==> src/rtl/kernel5_result_writer.sv <==
// Writes valid 5x5 filter results (columns >= 4 of each row) to a linear output memory.
// Optional macro KERNEL5_WRITER_SAT_EN clamps results to [0, 2^Datawidth-1] instead of truncating.
module kernel5_result_writer #(
    parameter int IMG_Width  = 8,
    parameter int IMG_Height = 8,
    parameter int Datawidth  = 8,
    parameter int AddrWidth  = 16
) (
    input  logic                   CLK,
    input  logic                   CLR,
    input  logic                   Start,
    input  logic                   Valid_IN,
    input  logic [Datawidth+3:0]   In,
    output logic                   Mem_WE,
    output logic [AddrWidth-1:0]   Mem_Addr,
    output logic [Datawidth-1:0]   Mem_Data,
    output logic                   Busy,
    output logic                   Done
);

    localparam int CW = $clog2(IMG_Width);
    localparam int RW = $clog2(IMG_Height);
    localparam logic [CW-1:0] COL_FIRST = CW'(4);
    localparam logic [CW-1:0] COL_LAST  = CW'(IMG_Width - 1);
    localparam logic [RW-1:0] ROW_LAST  = RW'(IMG_Height - 5);

    typedef enum logic [1:0] {IDLE, RUN, DONE} state_t;

    state_t                 state, state_next;
    logic [CW-1:0]          col;
    logic [RW-1:0]          row;
    logic [AddrWidth-1:0]   addr_cnt;
    logic                   accept;
    logic                   last_pix;
    logic [Datawidth-1:0]   store_data;

    always_comb begin
        accept   = (state == RUN) && Valid_IN && (col >= COL_FIRST);
        last_pix = accept && (row == ROW_LAST) && (col == COL_LAST);
    end

`ifdef KERNEL5_WRITER_SAT_EN
    always_comb begin
        if (In[Datawidth+3])
            store_data = '0;
        else if (|In[Datawidth+2:Datawidth])
            store_data = '1;
        else
            store_data = In[Datawidth-1:0];
    end
`else
    always_comb begin
        store_data = In[Datawidth-1:0];
    end
`endif

    always_ff @(posedge CLK) begin
        if (CLR)
            state <= IDLE;
        else
            state <= state_next;
    end

    always_comb begin
        state_next = state;
        case (state)
            IDLE:    if (Start) state_next = RUN;
            RUN:     if (last_pix) state_next = DONE;
            DONE:    state_next = IDLE;
            default: state_next = IDLE;
        endcase
    end

    // Accepted samples arrive in raster order, so the write address is a plain
    // running count: Row*(IMG_Width-4)+(Col-4) without a multiplier.
    always_ff @(posedge CLK) begin
        if (CLR) begin
            col      <= '0;
            row      <= '0;
            addr_cnt <= '0;
        end else if (state == IDLE && Start) begin
            col      <= '0;
            row      <= '0;
            addr_cnt <= '0;
        end else if (state == RUN && Valid_IN) begin
            if (col == COL_LAST) begin
                col <= '0;
                row <= row + RW'(1);
            end else begin
                col <= col + CW'(1);
            end
            if (accept)
                addr_cnt <= addr_cnt + AddrWidth'(1);
        end
    end

    always_ff @(posedge CLK) begin
        if (CLR) begin
            Mem_WE   <= 1'b0;
            Mem_Addr <= '0;
            Mem_Data <= '0;
        end else begin
            Mem_WE <= accept;
            if (accept) begin
                Mem_Addr <= addr_cnt;
                Mem_Data <= store_data;
            end
        end
    end

    always_comb begin
        Busy = (state == RUN);
        Done = (state == DONE);
    end

endmodule

==> config.mk <==
export PLATFORM = sky130hd
export DESIGN_NAME = kernel5_result_writer
export DESIGN_NICKNAME = d
export VERILOG_FILES = /design/src/rtl/kernel5_result_writer.sv
export SDC_FILE = /design/constraint.sdc
export NUM_CORES = 1
export LEC_CHECK = 0
export ABC_AREA = 1
export BUFFER_PORTS_ARGS = -buffer_cell sky130_fd_sc_hd__buf_2
export CORE_ASPECT_RATIO = 1.4
export CORE_MARGIN = 4
export CORE_UTILIZATION = 48
export CTS_CLUSTER_DIAMETER = 40
export CTS_CLUSTER_SIZE = 14
export DETAILED_ROUTE_END_ITERATION = 6
export GPL_TIMING_DRIVEN = 1
export PLACE_DENSITY_LB_ADDON = 0.25
export SETUP_SLACK_MARGIN = 0.2
export SLEW_MARGIN = 10
export SYNTH_ARGS = -nofsm -noshare
export SYNTH_HDL_FRONTEND = slang
export SYNTH_SLANG_ARGS = --single-unit
==> constraint.sdc <==
create_clock -name CLK -period 1.2 [get_ports CLK]
set_input_delay 0.12 -clock CLK [delete_from_list [all_inputs] [get_ports CLK]]
set_output_delay 0.12 -clock CLK [all_outputs]
set_load 0.05 [all_outputs]
# Yosys cells after proc, flatten, opt, wreduce, memory -nomap -nowiden
# Cells that the tools add are included.
word_totals:
  ff_bits: 49
  inputBits: 16
  out_inout_bits: 27
  word_cells: 31
classes:
  add_sub_neg: 3
  magnitude_cmp: 1
  eq_ne: 6
  mux: 4
  reduce_logical: 10
op_table:
  columns: ["op", "count"]
  rows:
  - ["$add A16 B1 Y16 const B", 1]
  - ["$add A3 B1 Y3 const B", 2]
  - ["$reduce_and A2 Y1", 3]
  - ["$logic_and A1 B1 Y1", 5]
  - ["$mux W2", 2]
  - ["$pmux W2 S2", 1]
  - ["$eq A3 B2 Y1 const B", 1]
  - ["$eq A3 B3 Y1 const B", 1]
  - ["$ge A3 B3 Y1 const B", 1]
  - ["$mux W3", 1]
  - ["$eq A2 B1 Y1 const B", 1]
  - ["$eq A2 B2 Y1 const B", 1]
  - ["$logic_not A2 Y1", 1]
  - ["$ne A2 B1 Y1 const B", 1]
  - ["$ne A2 B2 Y1 const B", 1]
  - ["$reduce_or A2 Y1", 1]

# Depth between registers and ports, before layout
depth:
  ltp_word: 7
  mapped_depth: 8
  depth_no_buf: 8

# Worst setup path after synthesis
# No wires, ideal clock.
synth_path:
  kind: "register to register"
  start: "register addr_cnt[1]"
  end: "register addr_cnt[12]"
  setup_time_ns: 0.120
  arrival_ns: 1.089
  t_required_ns: 1.080
  path_slack_ns: -0.009
  stages_incl_launch_ff: 9
  path_buffers: 0
  synth_period_minus_slack_ns: 1.209
  path_cell_list: "dfxtp_1 -> ha_1 -> nand2_1 -> inv_1 -> nand2_1 -> nor2_4 -> nand3_1 -> nand2_1 -> a21oi_1"
synth_between:
  elab_chain_cells: 1
synth_rtl:
  columns: ["item", "line_no", "rtl"]
  rows:
  - ["start: declaration", "32", "logic [AddrWidth-1:0] addr_cnt;"]
  - ["start signal: assignment", "93", "addr_cnt <= addr_cnt + AddrWidth'(1);"]
  - ["$add A16 B1 Y16", "93", null]
# Every way passes these cells.
# A chain may end at the register's enable or synchronous reset.

# Worst setup path after layout
layout_path:
  start: "register addr_cnt[0]"
  end: "register addr_cnt[11]"
# The elaborated chain is that of the path after synthesis.

==> key figures <==
Run status
  – Run status: finished with violations
  – Failing checks: negative setup slack

Yosys
  – Ys async rst share: 0%
  – #FFs+latches synth: 49
  – Top cell type's share of synthesized area: 49.2%
  – Yosys warning count: 0
  – Largest cells by area after synthesis: dfxtp_1, nand2_1, a21oi_1
  – Biggest area consumer among synthesized cells: dfxtp_1
  – Unique masters post-synth: 22
  – Mapped Cells: 255
  – Number of flops mapped to enable cells by yosys: 0
  – Syn avg cell area: 7.83 µm²
  – Post-synthesis sequential area ratio: 49.2%
  – Post-Syn Nets: 276
  – Synth Flop Type: dfxtp_1
  – Mapped Area: 2000 µm²

Global route
  – Total gr overflow: 0
  – Antenna violations before repair: 0
  – Overall routing resource usage: 18.4%
  – Vias in the first global route: 1755
  – Wire length of the first global-routing pass: 7.75 mm
  – Largest net degree at the start of global routing: 25

Power
  – Leak Pwr: 1.20 nW
  – Power Dens Cells: 898 nW/µm²
  – Logic pwr share: 8.8%
  – Clk pwr share: 33.9%
  – Switch Pwr: 0.715 mW
  – Int Pwr: 2.15 mW
  – Flop pwr share: 57.4%
  – Sw frac: 25.0%
  – Worst IR Drop VDD: 0.642 mV

Clock network
  – CTS Buf Count: 5
  – Clock slew at reported path FFs: 0.09 ns
  – H-tree depth: 2
  – CTS Buffer Depth: 2
  – TritonCTS clock tree: yes
  – CTS Hold Bufs: 0
  – Clock sink count: 49
  – CTS root buf: clkbuf_8
  – Clock Latency Late Sink: 0.30 ns

Place
  – Dpl cell area: 2420 µm²
  – Port bufs: 38
  – Gpl congestion: 0.766
  – Final HPWL DP: 3.11 mm

Drt
  – First-pass DRT Iterations: 4
  – Antenna Nets Post-Route: 0
  – Routed via count: 1984
  – Drt first-iter violations: 104
  – WL final: 5.97 mm
  – WL/cell: 16.2 µm
  – Residual DRC count: 0
  – Vias per cell: 5.38

Floorplan
  – Total die area: 5270 µm²
  – Die W: 62.5 µm
  – Core Area: 3990 µm²
  – Die height: 84.3 µm
  – FP Rows: 27
  – IO Pins: 43
  – Initial Util: 50.1%

Final layout
  – Fillers: 231
  – Nets: 346
  – Area delta synth->final: 59.9%
  – Layout cell share with drive strength beyond 1: 54.6%
  – Antenna diode count: 0
  – Design area: 3190 µm²
  – Most common cell after layout, fill and taps aside: nand2_1
  – Most frequent cells in the layout: nand2_1, buf_6, a21oi_1

Worst setup path
  – Worst path slowest cell: dfxtp_2
  – Crit-path max cell delay: 0.37 ns
  – Critical Path Source Type: flop
  – Top Family by Delay on Critical Path: simple AND/OR/NAND/NOR gates
  – Worst Path Required: 1.44 ns
  – Buf/Inv on CP: 2
  – Setup CP Type: reg -> reg
  – CP Cell Sequence: inv_1, nor2_4, nand2_2, nor2_4, buf_4, a21oi_1, nor2_1
  – Worst Path Max Fanout: 6
  – CP Capture Type: flop
  – Arr. time, crit path: 1.50 ns
  – Most common cell type on the critical path: nor2_4

STA
  – Final Skew: 0.00908 ns
  – Final TNS setup: -0.455 ns
  – Slew Limit Fails: 0
  – Min Clock Period, post-route: 1.26 ns
  – Fmax: 795 MHz
  – Worst slew margin: 83.3%
  – Setup-failing EPs final: 24
  – Unrepaired setup endpoints after global routing: yes
  – Final period util: 105%
  – Hold Violations, Final: 0
  – Setup WS post-layout: -0.0572 ns
  – Slew @ Worst Pin: 0.250 ns

Hold path
  – HP Class: in -> reg

Job
  – Maxcap violations: 0
==> sequential cells by signal (all words and copies together) (netlist names) <==
| name | cells |
|---|---|
| Mem_Addr | 16 |
| addr_cnt | 16 |
| Mem_Data | 8 |
| col | 3 |
| row | 3 |
| state | 2 |
| Mem_WE | 1 |
==> logic make-up (layout without fill, tap and decap cells) <==
kind of cell | after synthesis | in the layout | share of synthesized area [%]
compound gates | 62 | 62 | 16.2
xor+xnor | 2 | 2 | 0.878
fa+ha+maj | 5 | 5 | 3.13
buf+inv | 36 | 106 | 7.46
flops | 49 | 49 | 49.2
simple gates | 101 | 102 | 23.2
==> metrics by stage <==
step	worst slack [ns]	std cells	total power, mW	utilization, %	hold slack [ns]
floorplan	0.0582	255	1.78	-	0.263
global placement	0.00713	343	1.84	60.6	0.369
detailed placement	-0.0168	343	1.85	60.6	0.378
CTS	-0.0497	358	2.84	71.4	0.0522
global route	-0.152	369	2.98	80.1	0.0344
finish	-0.0572	369	2.87	80.1	0.0579
==> worst register-to-register path, stage by stage (launching register included) <==
cell     delay (ns)
dfxtp_2        0.37
inv_1          0.10
nor2_4         0.14
nand2_2        0.10
nor2_4         0.20
buf_4          0.15
a21oi_1        0.05
nor2_1         0.09
==> synth_stat cells, types with 4 or more instances <==
cell type  number
a21oi_1        42
clkbuf_1        4
dfxtp_1        49
ha_1            5
inv_1          26
nand2_1        58
nand3_1        12
nand4_1         4
nor2_1         17
nor2_4          4
nor3_1          4
o21ai_0         9
o21ai_1         8
==> power groups by stage <==
stage | Combinational (mW) | Sequential, mW | Clock [mW]
after floorplan | 0.0830 | 1.70 | 0
after global placement | 0.157 | 1.69 | 0
after detailed placement | 0.159 | 1.69 | 0
after CTS | 0.209 | 1.65 | 0.984
after global routing | 0.266 | 1.65 | 1.07
final | 0.251 | 1.64 | 0.970
==> per-layer routing <==
layer | vias up | part of all wire (%) | global-route usage [%]
met4 | 0 | 4.5 | 9.64
met2 | 48 | 54 | 32.6
met3 | 18 | 3.5 | 4.42
met1 | 936 | 37 | 20.1
li1 | 982 | - | -
met5 | - | 0 | 0
==> what timing repair did <==
action / 4_1_cts / 5_1_grt
gates cloned: 1 / 2
buffers inserted: 6 / 9
endpoints found under the hold margin: 0 / 0
endpoints found under the setup margin: 75 / 73
resized for setup: 90 / 69
pin swaps: 17 / 21
==> area by class of cell <==
cell class	instances	area [µm²]	area share [%]
Clock buffer	6	72.6	2.27
Inverter	27	128	4.00
Sequential cell	49	1020	31.9
Tap cell	43	53.8	1.69
Multi-Input combinational cell	171	1200	37.5
Clock inverter	2	13.8	0.431
Timing Repair Buffer	71	708	22.2
==> final timing paths <==
| path | from | end | slack (ns) | cells after the start |
|---|---|---|---|---|
| worst max-delay path | addr_cnt[0] | addr_cnt[11] | -0.06 | 7 |
| worst min-delay path | In[0] | Mem_Data[0] | 0.06 | 3 |
| worst max register to register | addr_cnt[0] | addr_cnt[11] | -0.06 | 7 |
| worst min register to register | addr_cnt[14] | addr_cnt[14] | 0.47 | 2 |
Power figures use the tool's default switching activity.
